<file path="src/rtl/radix4_seq_mul_if.sv">
// ---------------------------------------------------------------------------
// radix4_seq_mul_if
// Handshake and data bundle for the radix-4 sequential multiplier.
//   start        requester -> multiplier : begin a multiply (taken when busy=0)
//   signed_mode  requester -> multiplier : 1 = two's complement, 0 = unsigned
//   mcand        requester -> multiplier : multiplicand, WIDTH bits
//   mplr         requester -> multiplier : multiplier, WIDTH bits
//   busy         multiplier -> requester : operation in progress
//   done         multiplier -> requester : one-cycle pulse, prod valid
//   prod         multiplier -> requester : product, 2*WIDTH bits, held
// ---------------------------------------------------------------------------
interface radix4_seq_mul_if #(
   parameter int WIDTH = 8
);
   logic                   start;
   logic                   signed_mode;
   logic [WIDTH-1:0]       mcand;
   logic [WIDTH-1:0]       mplr;
   logic                   busy;
   logic                   done;
   logic [2*WIDTH-1:0]     prod;

   modport master (
      output start, signed_mode, mcand, mplr,
      input  busy, done, prod
   );

   modport slave (
      input  start, signed_mode, mcand, mplr,
      output busy, done, prod
   );
endinterface

</file>
<file path="src/rtl/radix4_seq_mul.sv">
// ---------------------------------------------------------------------------
// radix4_seq_mul
// Sequential sign/magnitude multiplier retiring two multiplier bits per cycle.
// A request is taken when busy=0; the product appears WIDTH/2+1 cycles later
// with a one-cycle done pulse and is held until the next result.
//   clk   rising-edge clock
//   rst   synchronous active-high reset, overrides everything
//   bus   radix4_seq_mul_if.slave: start/signed_mode/mcand/mplr in,
//         busy/done/prod out (all outputs registered)
// WIDTH must be even and >= 4.
// ---------------------------------------------------------------------------
module radix4_seq_mul #(
   parameter int WIDTH = 8
) (
   input  logic              clk,
   input  logic              rst,
   radix4_seq_mul_if.slave   bus
);

   localparam int CW = $clog2(WIDTH/2) + 1;
   localparam logic [CW-1:0] LAST_ITER = CW'(WIDTH/2 - 1);

   typedef enum logic [1:0] {
      IDLE = 2'd0,
      RUN  = 2'd1,
      DONE = 2'd2
   } state_t;

   state_t               state_r;
   logic [WIDTH-1:0]     mag_a_r;
   logic [WIDTH-1:0]     mag_b_r;
   logic                 sign_r;
   logic [CW-1:0]        cnt_r;
   logic [2*WIDTH-1:0]   acc_r;
   logic [2*WIDTH-1:0]   prod_r;
   logic                 busy_r;
   logic                 done_r;

   logic                 a_neg_s;
   logic                 b_neg_s;
   logic [WIDTH-1:0]     a_mag_s;
   logic [WIDTH-1:0]     b_mag_s;
   logic                 sign_s;
   logic [WIDTH+1:0]     pp_s;
   logic [2*WIDTH-1:0]   acc_next_s;
   logic [2*WIDTH-1:0]   res_s;

   // Operand magnitudes and result sign for capture. The most negative value
   // negates to itself, which read as unsigned is exactly its magnitude.
   // A zero operand forces a positive result so no negative zero is produced.
   always_comb begin
      a_neg_s = bus.signed_mode & bus.mcand[WIDTH-1];
      b_neg_s = bus.signed_mode & bus.mplr[WIDTH-1];
      if (a_neg_s) begin
         a_mag_s = (~bus.mcand) + {{(WIDTH-1){1'b0}}, 1'b1};
      end else begin
         a_mag_s = bus.mcand;
      end
      if (b_neg_s) begin
         b_mag_s = (~bus.mplr) + {{(WIDTH-1){1'b0}}, 1'b1};
      end else begin
         b_mag_s = bus.mplr;
      end
      sign_s = (a_neg_s ^ b_neg_s) & (|bus.mcand) & (|bus.mplr);
   end

   // Radix-4 partial product (0/1x/2x/3x) at WIDTH+2 bits, the accumulator
   // update for this iteration and the signed final result.
   always_comb begin
      case (mag_b_r[1:0])
         2'b00:   pp_s = {(WIDTH+2){1'b0}};
         2'b01:   pp_s = {2'b00, mag_a_r};
         2'b10:   pp_s = {1'b0, mag_a_r, 1'b0};
         2'b11:   pp_s = {2'b00, mag_a_r} + {1'b0, mag_a_r, 1'b0};
         default: pp_s = {(WIDTH+2){1'b0}};
      endcase
      acc_next_s = acc_r + ({{(WIDTH-2){1'b0}}, pp_s} << {cnt_r, 1'b0});
      if (sign_r) begin
         res_s = (~acc_next_s) + {{(2*WIDTH-1){1'b0}}, 1'b1};
      end else begin
         res_s = acc_next_s;
      end
   end

   // Control FSM with datapath registers and registered outputs.
   always_ff @(posedge clk) begin
      if (rst) begin
         state_r <= IDLE;
         mag_a_r <= {WIDTH{1'b0}};
         mag_b_r <= {WIDTH{1'b0}};
         sign_r  <= 1'b0;
         cnt_r   <= {CW{1'b0}};
         acc_r   <= {(2*WIDTH){1'b0}};
         prod_r  <= {(2*WIDTH){1'b0}};
         busy_r  <= 1'b0;
         done_r  <= 1'b0;
      end else begin
         done_r <= 1'b0;
         case (state_r)
            IDLE, DONE: begin
               // Start is honoured in DONE too, giving back-to-back issue.
               if (bus.start) begin
                  mag_a_r <= a_mag_s;
                  mag_b_r <= b_mag_s;
                  sign_r  <= sign_s;
                  cnt_r   <= {CW{1'b0}};
                  acc_r   <= {(2*WIDTH){1'b0}};
                  busy_r  <= 1'b1;
                  state_r <= RUN;
               end else begin
                  busy_r  <= 1'b0;
                  state_r <= IDLE;
               end
            end
            RUN: begin
               acc_r   <= acc_next_s;
               mag_b_r <= mag_b_r >> 2'd2;
               cnt_r   <= cnt_r + {{(CW-1){1'b0}}, 1'b1};
               if (cnt_r == LAST_ITER) begin
                  prod_r  <= res_s;
                  done_r  <= 1'b1;
                  busy_r  <= 1'b0;
                  state_r <= DONE;
               end else begin
                  busy_r  <= 1'b1;
                  state_r <= RUN;
               end
            end
            default: begin
               busy_r  <= 1'b0;
               state_r <= IDLE;
            end
         endcase
      end
   end

   assign bus.busy = busy_r;
   assign bus.done = done_r;
   assign bus.prod = prod_r;

endmodule

</file>
<file path="src/flat_wrapper.sv">
// flat-port wrapper written by rule: the top's interface ports become plain ports
module radix4_seq_mul_flat 
#(
   parameter int WIDTH = 8
)
  (clk, rst, bus_start, bus_signed_mode, bus_mcand, bus_mplr, bus_busy, bus_done, bus_prod);
  radix4_seq_mul_if #(.WIDTH(WIDTH)) bus_i ();
  input  logic clk;
  input  logic rst;
  input wire logic [$bits(bus_i.start)-1:0] bus_start;
  input wire logic [$bits(bus_i.signed_mode)-1:0] bus_signed_mode;
  input wire logic [$bits(bus_i.mcand)-1:0] bus_mcand;
  input wire logic [$bits(bus_i.mplr)-1:0] bus_mplr;
  output wire logic [$bits(bus_i.busy)-1:0] bus_busy;
  output wire logic [$bits(bus_i.done)-1:0] bus_done;
  output wire logic [$bits(bus_i.prod)-1:0] bus_prod;
  assign bus_i.start = bus_start;
  assign bus_i.signed_mode = bus_signed_mode;
  assign bus_i.mcand = bus_mcand;
  assign bus_i.mplr = bus_mplr;
  assign bus_busy = bus_i.busy;
  assign bus_done = bus_i.done;
  assign bus_prod = bus_i.prod;
  radix4_seq_mul #(.WIDTH(WIDTH)) u_core (.clk(clk), .rst(rst), .bus(bus_i));
endmodule
</file>
<file path="config.mk">
export PLATFORM = sky130hd
export DESIGN_NAME = radix4_seq_mul_flat
export DESIGN_NICKNAME = d
export VERILOG_FILES = /design/src/rtl/radix4_seq_mul_if.sv /design/src/rtl/radix4_seq_mul.sv /design/src/flat_wrapper.sv
export SDC_FILE = /design/constraint.sdc
export NUM_CORES = 1
export LEC_CHECK = 0
export CORE_MARGIN = 2
export CORE_UTILIZATION = 30
export CTS_CLUSTER_DIAMETER = 60
export CTS_CLUSTER_SIZE = 14
export DETAILED_ROUTE_END_ITERATION = 7
export GPL_TIMING_DRIVEN = 0
export HOLD_SLACK_MARGIN = 0.03
export PLACE_DENSITY = 0.45
export SYNTH_ARGS = -nofsm -noshare
export SYNTH_HDL_FRONTEND = slang
export SYNTH_SLANG_ARGS = --single-unit
</file>
<file path="constraint.sdc">
create_clock -name clk -period 5.9 [get_ports clk]
set_input_delay 0.59 -clock clk [delete_from_list [all_inputs] [get_ports clk]]
set_output_delay 0.59 -clock clk [all_outputs]
set_load 0.02 [all_outputs]
</file>
# Yosys cells after proc, flatten, opt, wreduce, memory -nomap -nowiden
# Cells that the tools add are included.
[totals]
n_memories = 0
mem_bits_ro = 0
wordCells = 59
register_bits = 56
ramBits = 0
out_inout_bits = 18
latch_bits = 0
input_bits = 20
[classes]
n_eq_ne = 7
div = 0
bitwise = 9
multipliers = 0
n_reduce_logical = 10
n_lt_le_gt_ge = 0
addsub = 6
mux = 17
shift = 1
[op_table]
columns = ["op", "count"]
rows = [
  ["10-bit case mux with 4 select lines", 1],
  ["16-bit two-way mux", 2],
  ["16-bit case mux with 2 select lines", 1],
  ["8-bit two-way mux", 3],
  ["16-bit by 1-bit adder with 16-bit output (second input constant)", 1],
  ["16-bit adder", 1],
  ["8-bit by 1-bit adder with 8-bit output (second input constant)", 2],
  ["16-bit NOT", 1],
  ["8-bit NOT", 2],
  ["8-bit case mux with 2 select lines", 1],
  ["8-bit OR reduction", 2],
  ["10-bit by 4-bit << shifter with 16-bit output", 1],
  ["8-bit by 9-bit adder with 10-bit output", 1],
  ["2-bit equality test (second input constant)", 3],
  ["3-bit case mux with 2 select lines", 1],
  ["2-bit AND reduction", 3],
  ["1-bit AND", 4],
  ["2-bit by 1-bit equality test with 1-bit output (second input constant)", 2],
  ["2-bit logical NOT", 2],
  ["1-bit two-way mux", 4],
  ["2-bit case mux with 2 select lines", 1],
  ["2-bit OR reduction", 2],
  ["3-bit by 1-bit adder with 3-bit output (second input constant)", 1],
  ["3-bit by 2-bit equality test with 1-bit output (second input constant)", 1],
  ["other kinds (7)", 7],
]

# Depth between registers and ports, before layout
# Gate-level depths: netlist of the first run.
[depth]
ltp_word = 7
depth_mapped = 22
mapped_depth_nobuf = 21

# Worst setup path after synthesis of the first run
# OpenSTA, ideal clock, no wires.
[synth_timing]
path_kind = "register -> register"
from = "register u_core.mag_a_r[1]"
to = "register u_core.prod_r[15], in the netlist u_core.bus.prod[15]"
stages_incl_launch_ff = 21
setup_time_ns = 0.091
arrival_ns = 5.276
required_ns = 5.809
synth_period_minus_slack_ns = 5.367
slack_ns = 0.533
n_path_buf = 0
cell_sequence = "dfxtp_1 -> ha_1 -> inv_1 -> fa_1 -> nor2b_1 -> o2111ai_1 -> and3_1 -> or3_1 -> o21ai_0 -> mux2_2 -> nor2_1 -> ha_1 -> and4_4 -> a21o_1 -> a211o_1 -> a311o_1 -> or4_1 -> or2_1 -> o41a_1 -> or3_1 -> a311oi_1"
[synth_between]
elab_chain_len = 7
[synth_lines]
columns = ["item", "line", "source"]
rows = [
  ["start: declaration", "radix4_seq_mul.sv:30", "logic [WIDTH-1:0] mag_a_r;"],
  ["start signal: assignment", "radix4_seq_mul.sv:89", "mag_a_r <= {WIDTH{1'b0}};"],
  ["start signal: assignment", "radix4_seq_mul.sv:103", "mag_a_r <= a_mag_s;"],
  ["8-bit by 9-bit adder with 10-bit output", "radix4_seq_mul.sv:74", "2'b11: pp_s = {2'b00, mag_a_r} + {1'b0, mag_a_r, 1'b0};"],
  ["10-bit case mux with 4 select lines *", "radix4_seq_mul.sv:70", "case (mag_b_r[1:0])"],
  ["10-bit by 4-bit << shifter with 16-bit output *", "radix4_seq_mul.sv:77", "acc_next_s = acc_r + ({{(WIDTH-2){1'b0}}, pp_s} << {cnt_r, 1'b0});"],
  ["16-bit adder *", "radix4_seq_mul.sv:77", ""],
  ["16-bit NOT", "radix4_seq_mul.sv:79", "res_s = (~acc_next_s) + {{(2*WIDTH-1){1'b0}}, 1'b1};"],
  ["16-bit by 1-bit adder with 16-bit output", "radix4_seq_mul.sv:79", ""],
  ["16-bit two-way mux *", "radix4_seq_mul.sv:78", "if (sign_r) begin"],
  ["end signal: assignment", "radix4_seq_mul.sv:94", "prod_r <= {(2*WIDTH){1'b0}};"],
  ["end signal: assignment", "radix4_seq_mul.sv:120", "prod_r <= res_s;"],
  ["end: declaration", "radix4_seq_mul.sv:35", "logic [2*WIDTH-1:0] prod_r;"],
]
# Mark *: on every way between the ends. The rest lies on a longest branch, timed or not.
# A chain may end at the register's enable or synchronous reset.

# Final worst setup path of the first run
[layout_timing]
from = "register u_core.mag_a_r[0]"
to = "register u_core.prod_r[15], in the netlist u_core.bus.prod[15]"
# The elaborated chain is that of the path after synthesis.

==> results of run 1 <==
[cell families after synthesis]
family	synth area share, %
buffers and inverters	4.772
AO/OA/AOI/OAI	26.66
adder cells (fa/ha/maj)	9.483
XOR/XNOR	7.021
AND/OR/NAND/NOR	23.04
flip-flops	26.75
multiplexers	2.280
[worst max-delay path: stages (launching register included)]
cell and delay [ns]:
dfxtp_4 0.38, ha_1 0.18, inv_1 0.06, fa_1 0.41, nor2b_2 0.20, o2111ai_2 0.17
and3_1 0.19, or3_4 0.41, o21ai_2 0.18, mux2_2 0.17, nor2_1 0.04, ha_2 0.32
and4_4 0.20, a21o_1 0.20, a211o_1 0.30, a311o_1 0.39, or4_1 0.56, or2_1 0.27
o41a_1 0.37, or3_1 0.32, a311oi_1 0.27
[sequential cells by signal, summed over array words and instances (netlist names)]
name             cells
u_core.mag_a_r       8
u_core.bus.done      1
u_core.state_r       2
u_core.sign_r        1
u_core.cnt_r         3
u_core.acc_r        16
u_core.mag_b_r       8
u_core.bus.prod     16
[what timing repair did]
action | in CTS | in global routing
pin swaps | 1 | 1
setup endpoints to repair | 1 | 2
resized for setup | 7 | 11
gates cloned | 0 | 0
setup buffers | 1 | 0
[cells in the mapped netlist, types with 3 or more instances]
library cell  number  area, um^2
o41ai_1            3       26.28
ha_1              28       350.3
a21o_1             7       52.55
a211oi_1          17       127.6
a31oi_1            4       25.02
mux2i_1            6       60.06
a21oi_1           40       200.2
xor2_1            20       175.2
o2bb2ai_1          3       26.28
nand3_1           15       75.07
buf_1              3       11.26
or3_1              8       50.05
xnor2_1           13       113.9
nor3_1             9       45.04
o31ai_1            5       37.54
clkbuf_1          27       101.4
mux2_2             3       33.78
or2_2              3       18.77
clkinv_1           3       11.26
a22oi_1           23       172.7
nor2_1            74       277.8
and2_1             4       25.02
nor4_1             3       18.77
and3_1             5       31.28
dfxtp_1           55        1101
inv_1             18       67.56
nand3b_1           3       22.52
a311oi_1           6       52.55
nand2b_1           8       50.05
nand2_1           62       232.7
o211ai_1           4       30.03
nor2b_1            6       37.54
o21ai_0           26       130.1
[per-stage QoR]
step / power (mW) / setup TNS [ns] / setup WS (ns) / cell area (um^2) / util (%)
after floorplan: 0.5585 / 0 / 0.5329 / 4116 / -
after CTS: 0.9310 / 0 / 0.03486 / 4847 / 36.31
after global routing: 0.9762 / -0.01595 / -0.01595 / 4896 / 36.68
after detailed placement: 0.6310 / -0.1742 / -0.1742 / 4687 / 35.11
after global placement: 0.6284 / -0.1207 / -0.1207 / 4687 / 35.11
final: 0.9237 / 0 / 0.2274 / 4896 / 36.68
[power groups by stage]
stage                     clock network (mW)  logic (mW)  registers (mW)
after floorplan                            0       0.157           0.401
after global placement                     0       0.224           0.405
after detailed placement                   0       0.226           0.405
after CTS                              0.305       0.230           0.397
after global routing                   0.317       0.261           0.399
final                                  0.294       0.233           0.397
[cell usage in the layout (no fill, tap or decap), types with 4 or more instances in the layout]
cell and n:
a311oi_1 6, nor2_1 74, clkbuf_16 5, o21ai_0 25, xor2_1 20, nor3_1 9
a21o_1 7, and2_1 4, dfxtp_1 52, and3_1 5, a31oi_1 4, mux2i_1 6
ha_1 26, a21oi_1 38, nand2b_1 8, nand2_1 62, a211oi_1 16, clkbuf_1 28
clkdlybuf4s50_1 35, nand3_1 15, inv_1 18, or3_1 7, o211ai_1 4, o31ai_1 5
nor2b_1 5, a22oi_1 23, xnor2_1 12
[cell type report]
type	instances	area, um^2
sequential	55	1110
timing repair buffer	36	357.8
tap	176	220.2
clock buffer	7	132.6
buffer	30	113.9
multi-input combinational	442	2878
clock inverter	1	5.005
fill	1442	8452
inverter	21	78.83
[final timing paths]
path                              end  slack, ns  cells after the start
setup / recovery  u_core.bus.prod[15]       0.23                     20
hold / removal    u_core.bus.prod[12]       0.46                      2
setup reg to reg  u_core.bus.prod[15]       0.23                     20
hold reg to reg   u_core.bus.prod[12]       0.46                      2
[per-layer routing]
layer | up-vias | wire length [um]
met2 | 91 | 5592
met4 | 0 | 121
met3 | 9 | 500
li1 | 2065 | -
met1 | 1947 | 6275
met5 | - | 0
==> summary.txt, run 1 <==
Setup path
  • Data arrival time at the worst-slack endpoint: 5.88 ns
  • Worst R2R Start: u_core.mag_a_r[0]
  • Data required time at the worst endpoint: 6.10 ns
  • Crit path from: u_core.mag_a_r[0]
  • Sort of element at the end of the critical path: flip-flop
  • Worst-path maximum fanout: 6
  • Critical Path Source Type: flip-flop
  • Start-to-end type of the worst setup path: flip-flop to flip-flop

Global route
  • Remaining global-route overflow: 0
  • Total routing resource utilization after global routing: between 15 and 20%
  • Antenna violations before repair: 0
  • Met2 Usage GRT: 27.88%
  • Gr busiest metal: met2
  • Maximum number of pins on one net before global-route repair: 16
  • Global-route wire length before repair: 20360 um
  • Met1 usage: 25.32%
  • Via count of the first global-routing pass: about 4000
  • Met3 usage in global routing: 1.880%

Timing
  • Clk_skew: 0.004190 ns
  • Count of final setup violators: 0
  • Clock period minus final worst setup slack: 5.673 ns
  • Hold Slack: 0.4565 ns
  • Final critical-path share of the clock period: 96.15%
  • Fmax achieved: 176.3 MHz
  • Final hold violation count: 0
  • Transition time at the pin with the least slew margin: 0.6008 ns
  • Worst slew margin: 59.81%
  • Number of slew-limit violations in the final report: 0

Die
  • Number of ports placed on the die boundary: 38
  • Initial standard-cell utilization of the core: 30.84%
  • Total die area: 14670 um^2
  • Die X: 121.1 um
  • Die H: 121.1 um
  • Number of rows in the core area: 42
  • Area of the core: 13350 um^2

Drt
  • DRC viols: 0
  • Total number of vias: slightly above 4000
  • Ratio of routed vias to standard cells: 5.354
  • Total wire length: roughly 12000 um
  • Routed len/inst: 16.26 um
  • Remaining antenna violation count after routing: 0
  • Initial DRC Count: 228
  • Pre-Repair DR Iteration Count: 5

Power and ir drop
  • Internal portion of total power: 0.6270 mW
  • Comb pwr share: 25.2%
  • Switching power: 0.2967 mW
  • Leakage: around 1.9 nW
  • Power per standard cell area: about 190 nW/um^2
  • Switching Fraction: 32.12%
  • Share of power burned in registers: 43.0%
  • Share of power burned in the clock network: 31.8%
  • Maximum VDD drop: 0.1073 mV

Finish
  • Post-route insts no fill: 768
  • Share of cells above drive strength 1: about 5.7%
  • Antenna diode count: 0
  • Area Growth Syn to Fin: 18.94%
  • Number of nets at the end of the flow: 641

Synth
  • Most used DFF post-synth: dfxtp_1
  • Netlist Area Pre-Place: 4116 um^2
  • Post-synthesis sequential area ratio: 26.75%
  • Post-synthesis sequential element count: between 50 and 60
  • FFs w/ async S/R, synth: 0%
  • Number of different library cells in the post-synthesis netlist: 59
  • Net Count, Synth: 599
  • Number of instances in the synthesized netlist: 549
  • Mean instance size in the synthesized netlist: approximately 7.5 um^2
  • Total number of yosys warnings: 0
  • Number of enable flip-flop cells after synthesis: 0

Placement
  • Final weighted congestion in routability-driven placement: 0.8426
  • IO buf count: 35
  • Number of cells after detailed placement: 760
  • Post-detail-place hpwl: 9702 um

Clocking
  • TritonCTS clock tree: done
  • Max H-tree Level: 2
  • Number of CTS-inserted buffers: 5
  • Clk Latency, worst-skew pair: ~0.29 ns
  • Sink count of the clock tree: 55
  • Number of buffers added to fix hold violations after cts: 0
  • Maximum buffer depth of the clock tree: 2
  • Clock-pin transition on the worst setup and hold timing paths: 0.07 ns
  • Root buffer selected by CTS: clkbuf_16

Worst hold path
  • Type of the most critical hold path: flip-flop to flip-flop
  • Launch instance of the worst min-delay path: u_core.bus.prod[12]

Outcome
  • Outcome: complete, no violations

Job
  • Max-cap check violation count: 0
Power figures use the tool's default switching activity.
==> run 2: changes to the inputs <==
- CORE_UTILIZATION: 30 -> 58
- PLACE_DENSITY: 0.45 -> 0.78
==> summary.txt, run 2 (same netlist as run 1, synthesis figures left out) <==
Drt
  • Pre-Repair DR Iteration Count: 5
  • DRC viols: 0
  • Total wire length: 10900 um
  • Total number of vias: 4195
  • Initial DRC Count: ~280
  • Ratio of routed vias to standard cells: 6.097
  • Remaining antenna violation count after routing: 0
  • Routed len/inst: approximately 16 um

Setup path
  • Data arrival time at the worst-slack endpoint: 5.96 ns
  • Start-to-end type of the worst setup path: flip-flop to flip-flop
  • Crit path from: u_core.mag_a_r[0]
  • FF-to-FF path depth: 20
  • Sort of element at the end of the critical path: flip-flop
  • Worst-path maximum fanout: 6
  • Worst R2R Start: u_core.mag_a_r[0]
  • R2r endpoint: u_core.bus.prod[15]
  • Endpoint of the worst setup timing path: u_core.bus.prod[15]
  • Data required time at the worst endpoint: 6.15 ns
  • Reg2Reg Setup Slack: 0.19 ns
  • Critical Path Source Type: flip-flop

Global route
  • Antenna violations before repair: 0
  • Total routing resource utilization after global routing: 28.97%
  • Remaining global-route overflow: 0
  • Via count of the first global-routing pass: 3914
  • Maximum number of pins on one net before global-route repair: 21
  • Global-route wire length before repair: 18070 um

Die
  • Number of rows in the core area: 30
  • Die X: roughly 90 um
  • Total die area: 7787 um^2
  • Initial standard-cell utilization of the core: 60.26%
  • Die H: 88.25 um
  • Area of the core: 6832 um^2
  • Number of ports placed on the die boundary: 38

Clocking
  • Number of CTS-inserted buffers: 5
  • Max H-tree Level: 2
  • Clock-pin transition on the worst setup and hold timing paths: roughly 0.12 ns
  • Root buffer selected by CTS: clkbuf_8
  • Maximum buffer depth of the clock tree: 2
  • Sink count of the clock tree: 55
  • Clk Latency, worst-skew pair: 0.33 ns
  • Number of buffers added to fix hold violations after cts: 0
  • TritonCTS clock tree: done

Placement
  • IO buf count: 35
  • Final weighted congestion in routability-driven placement: slightly below 1
  • Post-detail-place hpwl: ~8200 um

Power and ir drop
  • Share of power burned in registers: 46.0%
  • Post-route total power: 0.8621 mW
  • Switching Fraction: 34.86%
  • Power per standard cell area: 180.5 nW/um^2
  • Comb pwr share: between 20% and 30%
  • Maximum VDD drop: between 0.15 and 0.2 mV
  • Internal portion of total power: 0.5616 mW
  • Switching power: between 0.3 and 0.4 mW
  • Share of power burned in the clock network: 27.1%
  • Leakage: 1.865 nW

Finish
  • Sequential cell area: 1107 um^2
  • Area Growth Syn to Fin: 16.05%
  • Filler Cell Count: about 600
  • Antenna diode count: 0
  • Number of nets at the end of the flow: between 600 and 700
  • Commonest non-fill, non-tap cells in the layout: nor2_1, nand2_1, dfxtp_1, a21oi_1, clkdlybuf4s50_1
  • Leading cell type in the layout, fill and taps excluded: nor2_1
  • Multi-input gate area in the final layout: 2897 um^2
  • Share of cells above drive strength 1: 6.926%

Timing
  • Count of final setup violators: 0
  • Number of slew-limit violations in the final report: 0
  • Worst slew margin: 59.11%
  • Clk_skew: 0.01661 ns
  • Fmax achieved: between 150 and 200 MHz
  • Final hold violation count: 0
  • Final critical-path share of the clock period: a little over nine tenths
  • Transition time at the pin with the least slew margin: 0.6113 ns
  • Hold Slack: 0.4676 ns
  • Aggregate negative setup slack: 0 ns
  • Clock period minus final worst setup slack: 5.714 ns

Worst hold path
  • Type of the most critical hold path: flip-flop to flip-flop

Outcome
  • Outcome: complete, no violations

Job
  • Max-cap check violation count: 0
-- run 2: how the worst min path moves through the flow --
stage	from	end	slack, ns	cells past startpoint
global placement	u_core.bus.prod[8]	u_core.bus.prod[8]	0.44	2
global route	u_core.bus.prod[12]	u_core.bus.prod[12]	0.48	2
finish	u_core.bus.prod[2]	u_core.bus.prod[2]	0.47	2
CTS	u_core.bus.prod[12]	u_core.bus.prod[12]	0.47	2
floorplan	u_core.mag_b_r[7]	u_core.mag_b_r[7]	0.45	2
detailed placement	u_core.bus.prod[12]	u_core.bus.prod[12]	0.45	2
-- run 2: power by group through the flow --
stage | logic [mW] | registers, mW | clock network [mW]
2_1_floorplan | 0.157 | 0.401 | 0
3_3_place_gp | 0.214 | 0.404 | 0
3_5_place_dp | 0.218 | 0.404 | 0
4_1_cts | 0.220 | 0.396 | 0.237
5_1_grt | 0.255 | 0.398 | 0.249
6_report | 0.232 | 0.397 | 0.233
-- run 2: cell type report --
type	count	share of cell area [%]
multi-input cells	442	60.63
flip-flops and latches	55	23.18
repair buffers	36	7.491
well taps	96	2.514
plain buffers	30	2.383
inverters	21	1.650
clock buffers	5	1.441
clock inverters	3	0.7072
-- run 2: metal layers --
layer	vias up	share of wire, %	GRT usage [%]
met1	1997	46	39.17
met2	122	48	47.64
met5	-	0	0
li1	2067	-	-
met4	0	0.83	7.300
met3	9	5.8	5.877
-- run 2: through the flow --
step	setup WS, ns	cells	util (%)	cell area (um^2)
6_report	0.1862	688	69.93	4777
5_1_grt	-0.01325	688	69.93	4777
4_1_cts	0.05114	688	68.72	4695
3_5_place_dp	-0.09301	680	67.14	4587
3_3_place_gp	-0.02159	680	67.14	4587
2_1_floorplan	0.5329	549	-	4116
-- run 2: critical path, stage by stage, from the launching register on --
cell and delay (ns):
dfxtp_2 0.39, ha_1 0.18, inv_1 0.06, fa_1 0.42, nor2b_2 0.22, o2111ai_2 0.16
and3_1 0.18, or3_4 0.40, o21ai_2 0.17, mux2_2 0.16, nor2_1 0.06, ha_4 0.26
and4_4 0.18, a21o_1 0.20, a211o_1 0.31, a311o_2 0.45, or4_1 0.56, or2_1 0.27
o41a_1 0.39, or3_1 0.34, a311oi_2 0.27
-- run 2: timing repair --
item                                    CTS  global route
endpoints found under the setup margin    1             3
pin swaps                                 0             1
cloned                                    0             0
setup buffers                             0             1
resized for setup                         4            17
